File: src/rtl/minterm_enumerator_if.sv
// rtl/minterm_enumerator_if.sv - minterm stream port: valid/ready handshake carrying one index
interface minterm_enumerator_if #(
    parameter int N_VARS = 11
);
    logic              m_valid;
    logic              m_ready;
    logic [N_VARS-1:0] m_index;

    modport master (output m_valid, output m_index, input m_ready);
    modport slave  (input m_valid, input m_index, output m_ready);
endinterface

File: src/rtl/minterm_enumerator.sv
// rtl/minterm_enumerator.sv - sweeps all input indices of a combinational function
// and streams every index where it evaluates to 1.
module minterm_enumerator #(
    parameter int N_VARS = 11
) (
    input  logic                 i_clk,
    input  logic                 i_rst,
    input  logic                 i_start,
    output logic [N_VARS-1:0]    o_func_in,
    input  logic                 i_func_out,
    minterm_enumerator_if.master m_if,
    output logic                 o_busy,
    output logic                 o_done,
    output logic [N_VARS:0]      o_minterm_count
);
    typedef enum logic [1:0] {S_IDLE, S_EVAL, S_HOLD, S_DONE} state_t;

    state_t            r_state;
    state_t            w_next;
    logic [N_VARS-1:0] r_func_in;
    logic [N_VARS-1:0] r_m_index;
    logic [N_VARS:0]   r_count;
    logic              w_last;

    // The all-ones index ends the sweep; the index never wraps back to zero.
    assign w_last = &r_func_in;

    always_ff @(posedge i_clk) begin
        if (i_rst) r_state <= S_IDLE;
        else       r_state <= w_next;
    end

    always_comb begin
        w_next = r_state;
        case (r_state)
            S_IDLE: if (i_start) w_next = S_EVAL;
            S_EVAL: begin
                if (i_func_out)  w_next = S_HOLD;
                else if (w_last) w_next = S_DONE;
            end
            S_HOLD: if (m_if.m_ready) w_next = w_last ? S_DONE : S_EVAL;
            S_DONE: w_next = S_IDLE;
            default: w_next = S_IDLE;
        endcase
    end

    // func_in stays put in HOLD so the function output remains consistent with m_index.
    always_ff @(posedge i_clk) begin
        if (i_rst) begin
            r_func_in <= '0;
            r_m_index <= '0;
            r_count   <= '0;
        end else begin
            case (r_state)
                S_IDLE: begin
                    if (i_start) begin
                        r_func_in <= '0;
                        r_count   <= '0;
                    end
                end
                S_EVAL: begin
                    if (i_func_out) begin
                        r_m_index <= r_func_in;
                        r_count   <= r_count + (N_VARS+1)'(1);
                    end else if (!w_last) begin
                        r_func_in <= r_func_in + N_VARS'(1);
                    end
                end
                S_HOLD: begin
                    if (m_if.m_ready && !w_last) r_func_in <= r_func_in + N_VARS'(1);
                end
                default: ;
            endcase
        end
    end

    always_comb begin
        o_busy       = (r_state == S_EVAL) || (r_state == S_HOLD);
        o_done       = (r_state == S_DONE);
        m_if.m_valid = (r_state == S_HOLD);
    end

    assign m_if.m_index    = r_m_index;
    assign o_func_in       = r_func_in;
    assign o_minterm_count = r_count;
endmodule
File: src/flat_wrapper.sv
// flat-port wrapper written by rule: the top's interface ports become plain ports
module minterm_enumerator_flat 
#(
    parameter int N_VARS = 11
)
  (i_clk, i_rst, i_start, o_func_in, i_func_out, o_busy, o_done, o_minterm_count, m_if_m_valid, m_if_m_index, m_if_m_ready);
  minterm_enumerator_if #(.N_VARS(N_VARS)) m_if_i ();
  input  logic i_clk;
  input  logic i_rst;
  input  logic i_start;
  output logic [N_VARS-1:0] o_func_in;
  input  logic i_func_out;
  output logic o_busy;
  output logic o_done;
  output logic [N_VARS:0] o_minterm_count;
  output wire logic [$bits(m_if_i.m_valid)-1:0] m_if_m_valid;
  output wire logic [$bits(m_if_i.m_index)-1:0] m_if_m_index;
  input wire logic [$bits(m_if_i.m_ready)-1:0] m_if_m_ready;
  assign m_if_m_valid = m_if_i.m_valid;
  assign m_if_m_index = m_if_i.m_index;
  assign m_if_i.m_ready = m_if_m_ready;
  minterm_enumerator #(.N_VARS(N_VARS)) u_core (.i_clk(i_clk), .i_rst(i_rst), .i_start(i_start), .o_func_in(o_func_in), .i_func_out(i_func_out), .m_if(m_if_i), .o_busy(o_busy), .o_done(o_done), .o_minterm_count(o_minterm_count));
endmodule
File: config.mk
export PLATFORM = sky130hd
export DESIGN_NAME = minterm_enumerator_flat
export DESIGN_NICKNAME = d
export VERILOG_FILES = /design/src/rtl/minterm_enumerator_if.sv /design/src/rtl/minterm_enumerator.sv /design/src/flat_wrapper.sv
export SDC_FILE = /design/constraint.sdc
export NUM_CORES = 1
export LEC_CHECK = 0
export CORE_MARGIN = 2
export CORE_UTILIZATION = 53
export DETAILED_ROUTE_END_ITERATION = 10
export PLACE_DENSITY = 0.81
export SYNTH_ARGS = -nofsm -noshare
export SYNTH_HDL_FRONTEND = slang
export SYNTH_SLANG_ARGS = --single-unit
File: constraint.sdc
create_clock -name i_clk -period 2.9 [get_ports i_clk]
set_input_delay 0.29 -clock i_clk [delete_from_list [all_inputs] [get_ports i_clk]]
set_output_delay 0.29 -clock i_clk [all_outputs]
set_load 0.02 [all_outputs]
==> results of run 1 <==
[cell type report]
| cell class | instances | area [um^2] |
|---|---|---|
| Multi-Input combinational cell | 167 | 1020 |
| Fill cell | 304 | 985 |
| Inverter | 9 | 33.8 |
| Timing Repair Buffer | 43 | 425 |
| Clock inverter | 1 | 30.0 |
| Clock buffer | 7 | 65.1 |
| Sequential cell | 36 | 721 |
| Tap cell | 46 | 57.6 |
[Yosys cell counts, drive strengths merged, types with 2 or more instances]
cell type  instances  area (um^2)
o31ai              2         15.0
inv                9         33.8
a21oi             25          125
a32o               4         40.0
nand4              8         50.1
dfxtp             36          721
nor2b              2         12.5
nor3               5         30.0
and3               2         12.5
and4               2         17.5
nor2               6         22.5
buf                4         31.3
nor4               9         68.8
nand2             31          116
clkbuf             6         22.5
nor4b              2         17.5
or4                3         22.5
o21ai             14         70.1
ha                 7         87.6
nand3             13         65.1
a31oi              3         18.8
a311oi             2         17.5
nand3b             2         15.0
or3                7         48.8
xnor2              3         26.3
nand2b             5         31.3
[critical path: cells and delay by family, from the launching register on]
family	cells	cell delay, ps
adders and majority gates	1	510
buffers and inverters	2	790
DFF	1	420
[worst min-delay path by stage]
stage,start,endpoint,depth (start not counted)
3_5_place_dp,u_core.m_if.m_index[3],u_core.m_if.m_index[3],2
3_3_place_gp,u_core.m_if.m_index[4],u_core.m_if.m_index[4],2
6_report,u_core.m_if.m_index[5],u_core.m_if.m_index[5],2
5_1_grt,u_core.m_if.m_index[9],u_core.m_if.m_index[9],2
2_1_floorplan,i_func_out,u_core.o_minterm_count[1],2
4_1_cts,u_core.m_if.m_index[3],u_core.m_if.m_index[3],2
[stage by stage]
stage,hold WS [ps],instance area [um^2],instances
finish,461,2350,309
global route,483,2350,309
detailed placement,447,2260,301
global placement,443,2260,301
CTS,463,2350,309
floorplan,464,1830,222
[sequential cells by signal, summed over array words and instances (netlist names)]
register                count
u_core.r_state              2
u_core.m_if.m_index        11
u_core.o_func_in           11
u_core.o_minterm_count     12
[layer usage]
layer  share of wire [%]  vias up
met5                   0        -
met4                 1.7        0
li1                    -      900
met2                  45       79
met3                 6.7       11
met1                  46      848
[cell families (layout without fill, tap and decap cells)]
group,count (synthesis),after routing,synth area share [%]
xor+xnor,4,4,1.92
flops,36,36,39.4
buf+inv,19,60,4.79
compound gates,54,54,17.5
fa+ha+maj,7,7,4.79
mux,2,2,1.16
simple gates,100,100,30.4
[where the power goes]
part           total [mW]  switching, mW  internal (mW)
clock network       0.400          0.171          0.229
logic               0.616          0.384          0.232
registers           0.555         0.0360          0.519
total                1.57          0.591          0.980
==> results.md, run 1 <==
* Syn Area/Cell at 8.23 um^2
* Initial antenna violation count at 0
* CP endpoint kind: output pin
* Ant diodes at 0
* Final worst setup slack at 546 ps
* Number of synthesized flops with an enable pin at 0
* Total CTS buffers at 5
* PD cells at 668 nW/um^2
* Starting Density at 54.8%
* Max H-tree Level at 2
* Worst setup endpoint: o_busy
* Max Fanout on Critical Path at 11
* Setup bufs post-CTS at 0
* Place WS at 590 ps
* Most common cell after layout, fill and taps aside: clkdlybuf4s50_1
* Final Hold Vio Count at 0
* Startpoint types: register
* Nets at 274
* Final Max Tran Viols at 0
* Reg2reg path depth at 6
* DRC violations left at 0
* Top Ports at 42
* Clock skew at 14.1 ps
* Area growth syn-to-layout at 28.7%
* CP cell instances: inv_1 -> ha_1 -> clkdlybuf4s50_1
* Min cycle time layout at 2350 ps
* Max stage delay on crit path at 670 ps
* Leak at 0.750 nW
* Routing usage on met1 at 31.1%
* Final setup vio count at 0
* Site row count at 21
* FF-to-FF setup slack at 610 ps
* CP max-delay cell: clkdlybuf4s50_1
* Largest net degree at the start of global routing at 28
* Cell variety after synth at 42
* DP Wirelength at 3070 um
* Placer Congestion at 0.818
* Vias at 1,838
* Final wirelength at 4430 um
* Synth Cell Area at 1830 um^2
* Root buf cell: clkbuf_4
* Reg-to-reg endpoint: u_core.o_func_in[6]
* Min-Delay Path Class: reg -> reg
* Headroom to the max-slew limit at 51.2%
* Net Count, Synth at 234
* Design Power at 1.57 mW
* Post-CTS Hold Fix Bufs at 0
* RSZ-0062 raised after global routing: false
* DRT iter0 DRCs at 151
* Max_cap viols at 0
* Status: finished, final reports clean
* Core area at 3340 um^2
* WP data arrival at 2060 ps
* Initial DRT Pass Iterations at 4
* GR met2 Demand/Resource at 37.8%
* Util after Layout at 70.5%
* Max frequency at 425 MHz
* Final period utilization at 81.2%
* IO buf count at 41
* DIE WIDTH at 62.7 um
* Vias per inst at 5.95
* Met3 Resource Use GR at 4.14%
* Worst-Skew Late Latency at 350 ps
* Slew @ Worst Pin at 726 ps
* Ys flop type: dfxtp_1
* Worst r2r src: u_core.r_state[1]
* Req. time, crit path at 2610 ps
* Maximum VDD drop at 0.000551 V
* Layout cells sized above 1 at 6.08%
* Synth Instances at 222
* First-pass GRT wire length at 7470 um
* CTS tree: yes
* Final ANT Viol Nets at 0
* Clock sink count at 36
* Wirelength per Cell at 14.3 um
* Max clock buf depth at 2
* CP Class: reg -> out
* CTS-repair resized insts at 0
* Ys async rst share at 0%
* Clock-pin slew on the worst setup and hold paths at 110 ps
* Commonest cells after routing, fill and taps aside: clkdlybuf4s50_1 (41), dfxtp_1 (36), nand2_1 (31), a21oi_1 (25)
* Synth Register Bits at 36
* Vias in the first global route at 1,627
* Chip height at 62.7 um
* GRT Util Overall at 23.3%
* Global route hottest layer: met2
* Crit path from: u_core.r_state[0]
* Die ar. at 3940 um^2
* Gr ovfl total at 0
* Number of synthesis warnings at 0
* Setup_tns at 0 ps
* Seq/Total Area, Yosys at 39.4%
No activity file was read; power rests on OpenSTA's default activity.
==> inputs of run 2 (changes only) <==
--- a/config.mk
+++ b/config.mk
@@ -6,9 +6,9 @@
 export NUM_CORES = 1
 export LEC_CHECK = 0
 export CORE_MARGIN = 2
-export CORE_UTILIZATION = 53
+export CORE_UTILIZATION = 49
 export DETAILED_ROUTE_END_ITERATION = 10
-export PLACE_DENSITY = 0.81
+export PLACE_DENSITY = 0.75
 export SYNTH_ARGS = -nofsm -noshare
 export SYNTH_HDL_FRONTEND = slang
 export SYNTH_SLANG_ARGS = --single-unit
==> constraint.sdc (replaced) <==
create_clock -name i_clk -period 2.25 [get_ports i_clk]
set_input_delay 0.225 -clock i_clk [delete_from_list [all_inputs] [get_ports i_clk]]
set_output_delay 0.225 -clock i_clk [all_outputs]
set_load 0.02 [all_outputs]
==> run 2 against run 1 <==
Effect of this change:
- register-to-register slack worse by 520 ps
- first-iteration DRC count is 36% lower
- flip-flop and latch count did not move
- die area increased by 7.6%
- sequential power is 26% higher
- design area is 4.0% higher
- core utilization is 3.2 points lower
- clock skew is 8.9 ps lower
- global-route usage decreased by 1.1 points
- hold slack lost 7.8 ps
- via count is 0.44% lower
- largest power group unchanged
- highest routed layer unchanged
==> results.md, run 2 (synthesized netlist as in run 1, its figures left out) <==
* Max H-tree Level at 2
* Final wirelength at 4400 um
* Final Hold Vio Count at 0
* CP endpoint kind: register
* Placer Congestion at 0.829
* Total CTS buffers at 5
* Met2 WL at 1960 um
* IO buf count at 41
* CP cell instances: inv_1 -> ha_2 -> and2_4 -> buf_4 -> nor4_2 -> buf_4 -> nand3_1 -> a221oi_1
* Critical path buffers and inverters at 3
* Min-Delay Path Class: reg -> reg
* Fin cells at 323
* Max clock buf depth at 2
* DRT iter0 DRCs at 96
* GRT Util Overall at 22.2%
* Starting Density at 50.3%
* Gr ovfl total at 0
* Vias at 1,830
* CTS tree: yes
* Startpoint types: register
* Vias in the first global route at 1,593
* Vias per inst at 5.67
* Die ar. at 4240 um^2
* CP max-delay cell: dfxtp_1
* Post-CTS Hold Fix Bufs at 0
* Fin area at 2450 um^2
* Worst hold slack at 453 ps
* Crit path from: u_core.r_state[1]
* PD cells at 834 nW/um^2
* Leak at 0.806 nW
* Hold path startpoint: u_core.m_if.m_index[10]
* WP data arrival at 2320 ps
* Status: finished, final reports clean
* Max frequency at 463 MHz
* Final ANT Viol Nets at 0
* Min cycle time layout at 2160 ps
* DRC violations left at 0
* Clock skew at 5.18 ps
* DP Area at 2360 um^2
* Power Internal at 1.25 mW
* Switching Fraction at 38.6%
* Clock-pin slew on the worst setup and hold paths at 70 ps
* Initial DRT Pass Iterations at 4
* Clock power frac at 21.3%
* Core area at 3630 um^2
* Clock sink count at 36
* Req. time, crit path at 2420 ps
* Worst-Skew Late Latency at 280 ps
* Combinational Power Share at 44.3%
* Initial antenna violation count at 0
* Ant diodes at 0
* Maximum VDD drop at 0.000889 V
* Most common cell after layout, fill and taps aside: clkdlybuf4s50_1
* Layout cells sized above 1 at 10.5%
* DP Wirelength at 3200 um
* Switch Pwr at 0.787 mW
* Final Max Tran Viols at 0
* Root buf cell: clkbuf_8
* Max Fanout on Critical Path at 13
* Final period utilization at 96.0%
* Area growth syn-to-layout at 33.8%
* Commonest cells after routing, fill and taps aside: clkdlybuf4s50_1 (41), dfxtp_1 (36), nand2_1 (31), a21oi_1 (25), buf_4 (15)
* Max Used Layer: met4
* Most used cell along the critical path: buf_4
* RSZ-0062 raised after global routing: false
* Max_cap viols at 0
* Nets at 287
* Seq pwr share at 34.4%
* Wirelength per Cell at 13.6 um
* Final setup vio count at 0
* Placed Cells incl. Taps at 316
* CP Class: reg -> reg
* Max FFs per register at 12
* Top Ports at 42
* Slew @ Worst Pin at 366 ps
* First-pass GRT wire length at 7410 um
* Headroom to the max-slew limit at 75.5%
* Worst r2r src: u_core.r_state[1]
* Setup_tns at 0 ps
* Routed met3 length at 188 um
* Met1 wire length at 2200 um
* CP delay by family, top: simple AND/OR/NAND/NOR gates
* Largest net degree at the start of global routing at 27
* DIE WIDTH at 65.1 um
* Max stage delay on crit path at 400 ps
* Chip height at 65.1 um
* Site row count at 22
* FF-to-FF setup slack at 90 ps
## run 2: cell count changes in the layout (fill, tap and decap cells not counted), sizes merged
| cell | before | now |
|---|---|---|
| clkbuf | 7 | 6 |
| buf | 2 | 15 |
| clkinv | 0 | 1 |
| bufinv | 1 | 0 |
## run 2: final cells by class
type                    count  area [um^2]
clock buffers               6         72.6
fillers                   324         1190
multi-input cells         167         1030
well taps                  48         60.1
repair buffers             56          523
clock inverters             1         5.00
inverters                   9         33.8
flip-flops and latches     36          721
## run 2: path summary, 6_finish.rpt
path | end | cells past startpoint
max reg2reg | u_core.o_func_in[4] | 8
max | u_core.o_func_in[4] | 8
min reg2reg | u_core.m_if.m_index[10] | 2
min | u_core.m_if.m_index[10] | 2
## run 2: repair_timing
item	4_1_cts	5_1_grt
hold endpoints to repair	0	0
buffers inserted	0	0
resized for setup	0	3
setup endpoints to repair	0	8
## run 2: power groups by stage
stage | combinational [mW] | sequential [mW] | clock, mW
finish | 0.903 | 0.702 | 0.435
global route | 0.988 | 0.705 | 0.477
CTS | 0.867 | 0.701 | 0.448
detailed placement | 0.859 | 0.716 | 0
global placement | 0.854 | 0.715 | 0
floorplan | 0.585 | 0.735 | 0
## run 2: worst register-to-register path, cell delays in order, from the launching register on
cell and delay (ps):
dfxtp_1 400, inv_1 130, ha_2 260, and2_4 160, buf_4 170, nor4_2 270
buf_4 200, nand3_1 80, a221oi_1 370
## run 2: layer usage
layer  global-route usage (%)  vias up
met5                        0        -
met4                     9.11        0
met3                     3.65        5
met2                     33.1       45
met1                     31.8      859
li1                         -      921
## run 2: metrics by stage
step / power [mW] / worst slack (ps) / utilization (%)
after floorplan: 1.32 / 186 / -
after global placement: 1.57 / 122 / 64.9
after detailed placement: 1.58 / 48.8 / 64.9
after CTS: 2.02 / 29.7 / 67.0
after global routing: 2.17 / 25.3 / 67.3
final: 2.04 / 90.2 / 67.3
